## src/rtl/mult_div_unit.sv

```systemverilog
// Radix-2 iterative multiply/divide unit owning the HI/LO registers (MULT, MULTU, DIV, DIVU, MTHI, MTLO).
// Optional macro MDU_DIV_ZERO_DETECT_EN: divide by zero finishes at once with a div_zero pulse, HI/LO kept.
module mult_div_unit #(
    parameter int WIDTH = 32,
    parameter int CNT_W = 5
) (
    input  logic             clock,
    input  logic             reset,
    input  logic             start,
    input  logic [1:0]       op,
    input  logic [WIDTH-1:0] a,
    input  logic [WIDTH-1:0] b,
    input  logic             hi_write,
    input  logic             lo_write,
    input  logic [WIDTH-1:0] wr_data,
    output logic             busy,
    output logic             done,
    output logic [WIDTH-1:0] hi,
    output logic [WIDTH-1:0] lo
`ifdef MDU_DIV_ZERO_DETECT_EN
    ,
    output logic             div_zero
`endif
);

    typedef enum logic {IDLE, RUN} state_t;

    state_t           state, state_next;
    logic [CNT_W-1:0] count;
    logic [WIDTH-1:0] acc_hi, acc_lo, opnd;
    logic             op_div, neg_q, neg_r;

    logic             accept, last, zero_skip, signed_op, a_neg, b_neg;
    logic [WIDTH-1:0] a_mag, b_mag, step_hi, step_lo;
    logic [WIDTH:0]   mul_sum, div_shift, div_diff;
    logic [2*WIDTH-1:0] prod, prod_neg;

    assign accept    = (state == IDLE) && start;
    assign last      = (state == RUN) && (count == CNT_W'(WIDTH - 1));
    assign busy      = (state == RUN);
    assign signed_op = ~op[0];
    assign a_neg     = signed_op & a[WIDTH-1];
    assign b_neg     = signed_op & b[WIDTH-1];
    assign a_mag     = a_neg ? -a : a;
    assign b_mag     = b_neg ? -b : b;

`ifdef MDU_DIV_ZERO_DETECT_EN
    assign zero_skip = accept && op[1] && (b == '0);
`else
    assign zero_skip = 1'b0;
`endif

    // acc_hi holds the partial product / partial remainder, acc_lo the multiplier / dividend-quotient.
    assign mul_sum   = {1'b0, acc_hi} + (acc_lo[0] ? {1'b0, opnd} : '0);
    assign div_shift = {acc_hi, acc_lo[WIDTH-1]};
    assign div_diff  = div_shift - {1'b0, opnd};

    always_comb begin
        step_hi = mul_sum[WIDTH:1];
        step_lo = {mul_sum[0], acc_lo[WIDTH-1:1]};
        if (op_div) begin
            if (!div_diff[WIDTH]) begin
                step_hi = div_diff[WIDTH-1:0];
                step_lo = {acc_lo[WIDTH-2:0], 1'b1};
            end else begin
                step_hi = div_shift[WIDTH-1:0];
                step_lo = {acc_lo[WIDTH-2:0], 1'b0};
            end
        end
    end

    assign prod     = {step_hi, step_lo};
    assign prod_neg = -prod;

    always_ff @(posedge clock) begin
        if (reset) state <= IDLE;
        else       state <= state_next;
    end

    always_comb begin
        state_next = state;
        case (state)
            IDLE: if (accept && !zero_skip) state_next = RUN;
            RUN:  if (last)                 state_next = IDLE;
            default:                        state_next = IDLE;
        endcase
    end

    always_ff @(posedge clock) begin
        if (reset) begin
            count  <= '0;
            acc_hi <= '0;
            acc_lo <= '0;
            opnd   <= '0;
            op_div <= 1'b0;
            neg_q  <= 1'b0;
            neg_r  <= 1'b0;
            hi     <= '0;
            lo     <= '0;
            done   <= 1'b0;
`ifdef MDU_DIV_ZERO_DETECT_EN
            div_zero <= 1'b0;
`endif
        end else begin
            done <= 1'b0;
`ifdef MDU_DIV_ZERO_DETECT_EN
            div_zero <= 1'b0;
`endif
            if (accept) begin
                // start wins over a same-cycle MTHI/MTLO
                if (zero_skip) begin
                    done <= 1'b1;
`ifdef MDU_DIV_ZERO_DETECT_EN
                    div_zero <= 1'b1;
`endif
                end else begin
                    count  <= '0;
                    acc_hi <= '0;
                    acc_lo <= a_mag;
                    opnd   <= b_mag;
                    op_div <= op[1];
                    neg_q  <= a_neg ^ b_neg;
                    neg_r  <= a_neg;
                end
            end else if (state == IDLE) begin
                if (hi_write) hi <= wr_data;
                if (lo_write) lo <= wr_data;
            end else begin
                acc_hi <= step_hi;
                acc_lo <= step_lo;
                count  <= count + 1'b1;
                if (last) begin
                    done <= 1'b1;
                    if (op_div) begin
                        lo <= neg_q ? -step_lo : step_lo;
                        hi <= neg_r ? -step_hi : step_hi;
                    end else begin
                        {hi, lo} <= neg_q ? prod_neg : prod;
                    end
                end
            end
        end
    end

endmodule

```

## config.mk

```make
export PLATFORM = sky130hd
export DESIGN_NAME = mult_div_unit
export DESIGN_NICKNAME = d
export VERILOG_FILES = /design/src/rtl/mult_div_unit.sv
export SDC_FILE = /design/constraint.sdc
export NUM_CORES = 1
export LEC_CHECK = 0
export BUFFER_PORTS_ARGS = -buffer_cell sky130_fd_sc_hd__buf_2
export CORE_MARGIN = 2
export CORE_UTILIZATION = 55
export DETAILED_ROUTE_END_ITERATION = 6
export PLACE_DENSITY = 0.79
export SLEW_MARGIN = 25
export SYNTH_ARGS = -nofsm -noshare
export SYNTH_HDL_FRONTEND = slang
export SYNTH_SLANG_ARGS = --single-unit
```

## constraint.sdc

```tcl
create_clock -name clock -period 5.7 [get_ports clock]
set_input_delay 0.57 -clock clock [delete_from_list [all_inputs] [get_ports clock]]
set_output_delay 0.57 -clock clock [all_outputs]
set_load 0.1 [all_outputs]
```

==> impl_metrics.csv <==
group,metric,value,unit
run_status,status,"complete, no violations",
sta,fmax,182.5,MHz
detailed_routing,first_pass_iters,5,
synth,ys_top_cells_by_count,"nor2_1 (290), a21oi_1 (178), nand2_1 (174)",
worst_setup_path,crit_chain,"inv_1, ha_2, fa_1, nor2b_1, o31a_1, buf_4, o211a_1, o21ai_2, nand3_2, a31oi_4, ha_2, nor3b_2, o221ai_1, or2_4, nor4_4, nand4_1, or4_4, nor3_4, nand2b_4, and3_1, and4b_1, a31oi_1, xor2_1, a221oi_2",
floorplan,io_pins,169,
detailed_routing,ant_nets,0,
sta,min_period,5.479,ns
detailed_routing,drc,0,
global_routing,grt.total_usage,37.52,%
power_and_ir_drop,p_leak,6.961,nW
clock_network,root_buffer,"clkbuf_16",
worst_setup_path,ff2ff_path_depth,24,
global_routing,first_global_vias,15150,
detailed_routing,drtIter0Drc,2051,
floorplan,fp.dieH,170.5,um
final_layout,synthToLayoutAreaGrowth,13.36,%
worst_setup_path,critPathTopFamily,"simple AND/OR/NAND/NOR gates",
synth,synth_area,15240,um2
worst_setup_path,critPathMostFrequentCell,"ha_2",
clock_network,cts_buffers,17,
detailed_routing,vias,16970,
synth,synth_area_leaders,"dfxtp_1 (22%), nor2_1 (7.1%), a21oi_1 (5.8%)",
final_layout,final_cells,2592,
final_layout,drive_above_1_share,16.44,%
synth,synth_top_area_share,22.33,%
synth,yosysTopAreaCell,"dfxtp_1",
floorplan,die-area,29060,um2
worst_setup_path,path_max_fanout,5,
final_layout,num-fill-cells,2450,
detailed_routing,vias_per_cell,6.546,
clock_network,clk_pin_slew,0.08,ns
power_and_ir_drop,power_density,251.8,nW/um2
power_and_ir_drop,vdd_drop_max,223.0,uV
min_path,hold_depth,3,
synth,async_reset_ff_share,0,%
synth,syn_area_per_cell,7.334,um2
placed_design,dp_slack,0.07808,ns
sta,slew_headroom,29.79,%
clock_network,cts_tree,"built",
synth,seq_area_frac_synth,22.33,%
synth,ys_ff_latch,170,
sta,slew_viol_final,0,
worst_setup_path,cp.depth,24,
placed_design,dp_hpwl,42.33,mm
synth,synth-main-ff-cell,"dfxtp_1",
worst_setup_path,slowest_delay,0.61,ns
global_routing,grt_max_degree,76,
worst_setup_path,critPathBufInv,2,
sta,clock_skew,0.01777,ns
worst_setup_path,cpMaxStageDelayCell,"or4_4",
sta,worst_slew_pin_slew,1.051,ns
power_and_ir_drop,finalPower,4.351,mW
worst_setup_path,start_kind,"flip-flop",
placed_design,port-buffer-count,168,
sta,totalNegativeSetupSlack,0,ns
clock_network,holdBufCountCts,0,
final_layout,num_antenna_cells,0,
clock_network,clk_latency,0.46,ns
placed_design,placed_cells,2556,
synth,synth_cell_types,101,
sta,final_min_period_over_clock_period,96.13,%
floorplan,row_count,60,
worst_setup_path,cp.required,6.07,ns
global_routing,antenna_found_initial,1,
floorplan,die_width,170.5,um
clock_network,clockBufferDepth,2,
final_layout,fin_nets,2382,
floorplan,core_area,27100,um2
sta,hold_viol,0,
worst_setup_path,endpoint_kind,"flip-flop",
clock_network,clock_sinks,170,
worst_setup_path,critical_path_class,"reg -> reg",
global_routing,grt_first_pass_wirelength,84.97,mm
clock_network,htreeDepth,4,
final_layout,final_core_util,63.74,%
global_routing,grt_remaining_overflow,0,
synth,synth_edf_count,0,
synth,synth.most_common_cell,"nor2_1",
synth,yosysWarnings,0,
run,maxCapViolations,0,
synth,synth_fp_nets,2253,
worst_setup_path,arrival,5.85,ns
min_path,hold_path.class,"in -> reg",
sta,worst_slack,0.2206,ns
sta,setup_viol,0,
detailed_routing,avgRoutedWirePerCell,21.49,um
synth,syn_inst,2078,
detailed_routing,routed_wl,55.69,mm
placed_design,routabilityCongestion,1.017,
floorplan,start_util,56.23,%
-- layer usage --
metal  vias to the layer above  routed length (um)  global-route usage, %
met5                         -                  13                      0
met4                         2                2092                  13.94
met3                       154                5968                  6.930
met2                      1015               24230                  57.94
met1                      7986               23390                  52.00
li1                       7809                   -                      -
-- per-stage QoR --
stage	cell area [um2]	hold WS [ns]
finish	17280	0.3545
global route	17280	0.3687
CTS	17180	0.3501
detailed placement	16540	0.4584
global placement	16530	0.4558
floorplan	15240	0.4447
-- cell type report --
| type | count | area, um2 | area share, % |
|---|---|---|---|
| well taps | 372 | 465.4 | 2.694 |
| inverters | 66 | 247.7 | 1.434 |
| repair buffers | 246 | 1429 | 8.271 |
| clock inverters | 15 | 211.5 | 1.224 |
| flip-flops and latches | 170 | 3412 | 19.75 |
| multi-input cells | 1706 | 11080 | 64.16 |
| clock buffers | 17 | 425.4 | 2.463 |
-- worst paths after layout --
path             to  slack, ns       start
min          op_div       0.35       op[1]
max reg2reg  hi[30]       0.22  acc_lo[31]
max          hi[30]       0.22  acc_lo[31]
min reg2reg   lo[0]       0.47       lo[0]
-- cell usage in the layout, fill, tap and decap left out, types with 8 or more instances in the layout --
cell / synthesis / layout
ha_1: 70 / 66
a311oi_1: 18 / 18
and2_1: 48 / 48
nand2b_1: 13 / 12
nand2_1: 174 / 174
buf_2: 22 / 167
o21ai_1: 8 / 8
o41ai_1: 9 / 9
o31ai_1: 18 / 18
nand4_1: 21 / 21
and3_1: 17 / 17
xor2_1: 68 / 68
inv_1: 66 / 66
a21oi_2: 4 / 9
nor2_1: 290 / 289
a211oi_1: 108 / 108
o21ai_0: 102 / 102
mux2i_1: 52 / 52
o21bai_1: 8 / 8
nor4_1: 13 / 12
clkbuf_16: 0 / 17
or4_1: 10 / 10
nor2b_1: 26 / 25
o21a_1: 24 / 24
xnor2_1: 77 / 77
o22ai_1: 9 / 9
o211ai_1: 21 / 21
nand3_1: 26 / 26
a31oi_1: 20 / 20
buf_4: 4 / 79
a21o_1: 15 / 15
a21oi_1: 178 / 173
nor3_1: 79 / 79
or3_1: 16 / 16
dfxtp_1: 170 / 167
mux2_2: 12 / 12
-- registers in the layout (all words and copies together), names as in the netlist --
register / flops
opnd: 32
neg_r: 1
lo: 32
hi: 32
busy: 1
neg_q: 1
count: 5
acc_hi: 32
acc_lo: 32
op_div: 1
done: 1
-- cell families after synthesis --
group | after synthesis | synth area share, %
xor gates and xnor gates | 145 | 8.333
adders and majority gates | 72 | 6.010
muxes | 65 | 4.450
buffers and inverters | 202 | 5.501
DFF | 170 | 22.33
AOI/OAI and AO/OA | 638 | 28.47
and+or+nand+nor | 786 | 24.90
-- tightest hold or removal path: cells and delay by family --
family,cells,cell delay [ns]
AND/OR/NAND/NOR,1,0.05
AO/OA/AOI/OAI,1,0.05
buffers and inverters,1,0.10
-- power by group --
group	switching, mW	total [mW]	internal [mW]
Combinational	1.15	1.72	0.571
Sequential	0.0912	1.36	1.27
Clock	0.662	1.27	0.611
-- timing repair --
action | 4_1_cts | 5_1_grt
buffers inserted | 0 | 4
resized for setup | 0 | 15
endpoints found under the setup margin | 0 | 17
Power figures use the tool's default switching activity.
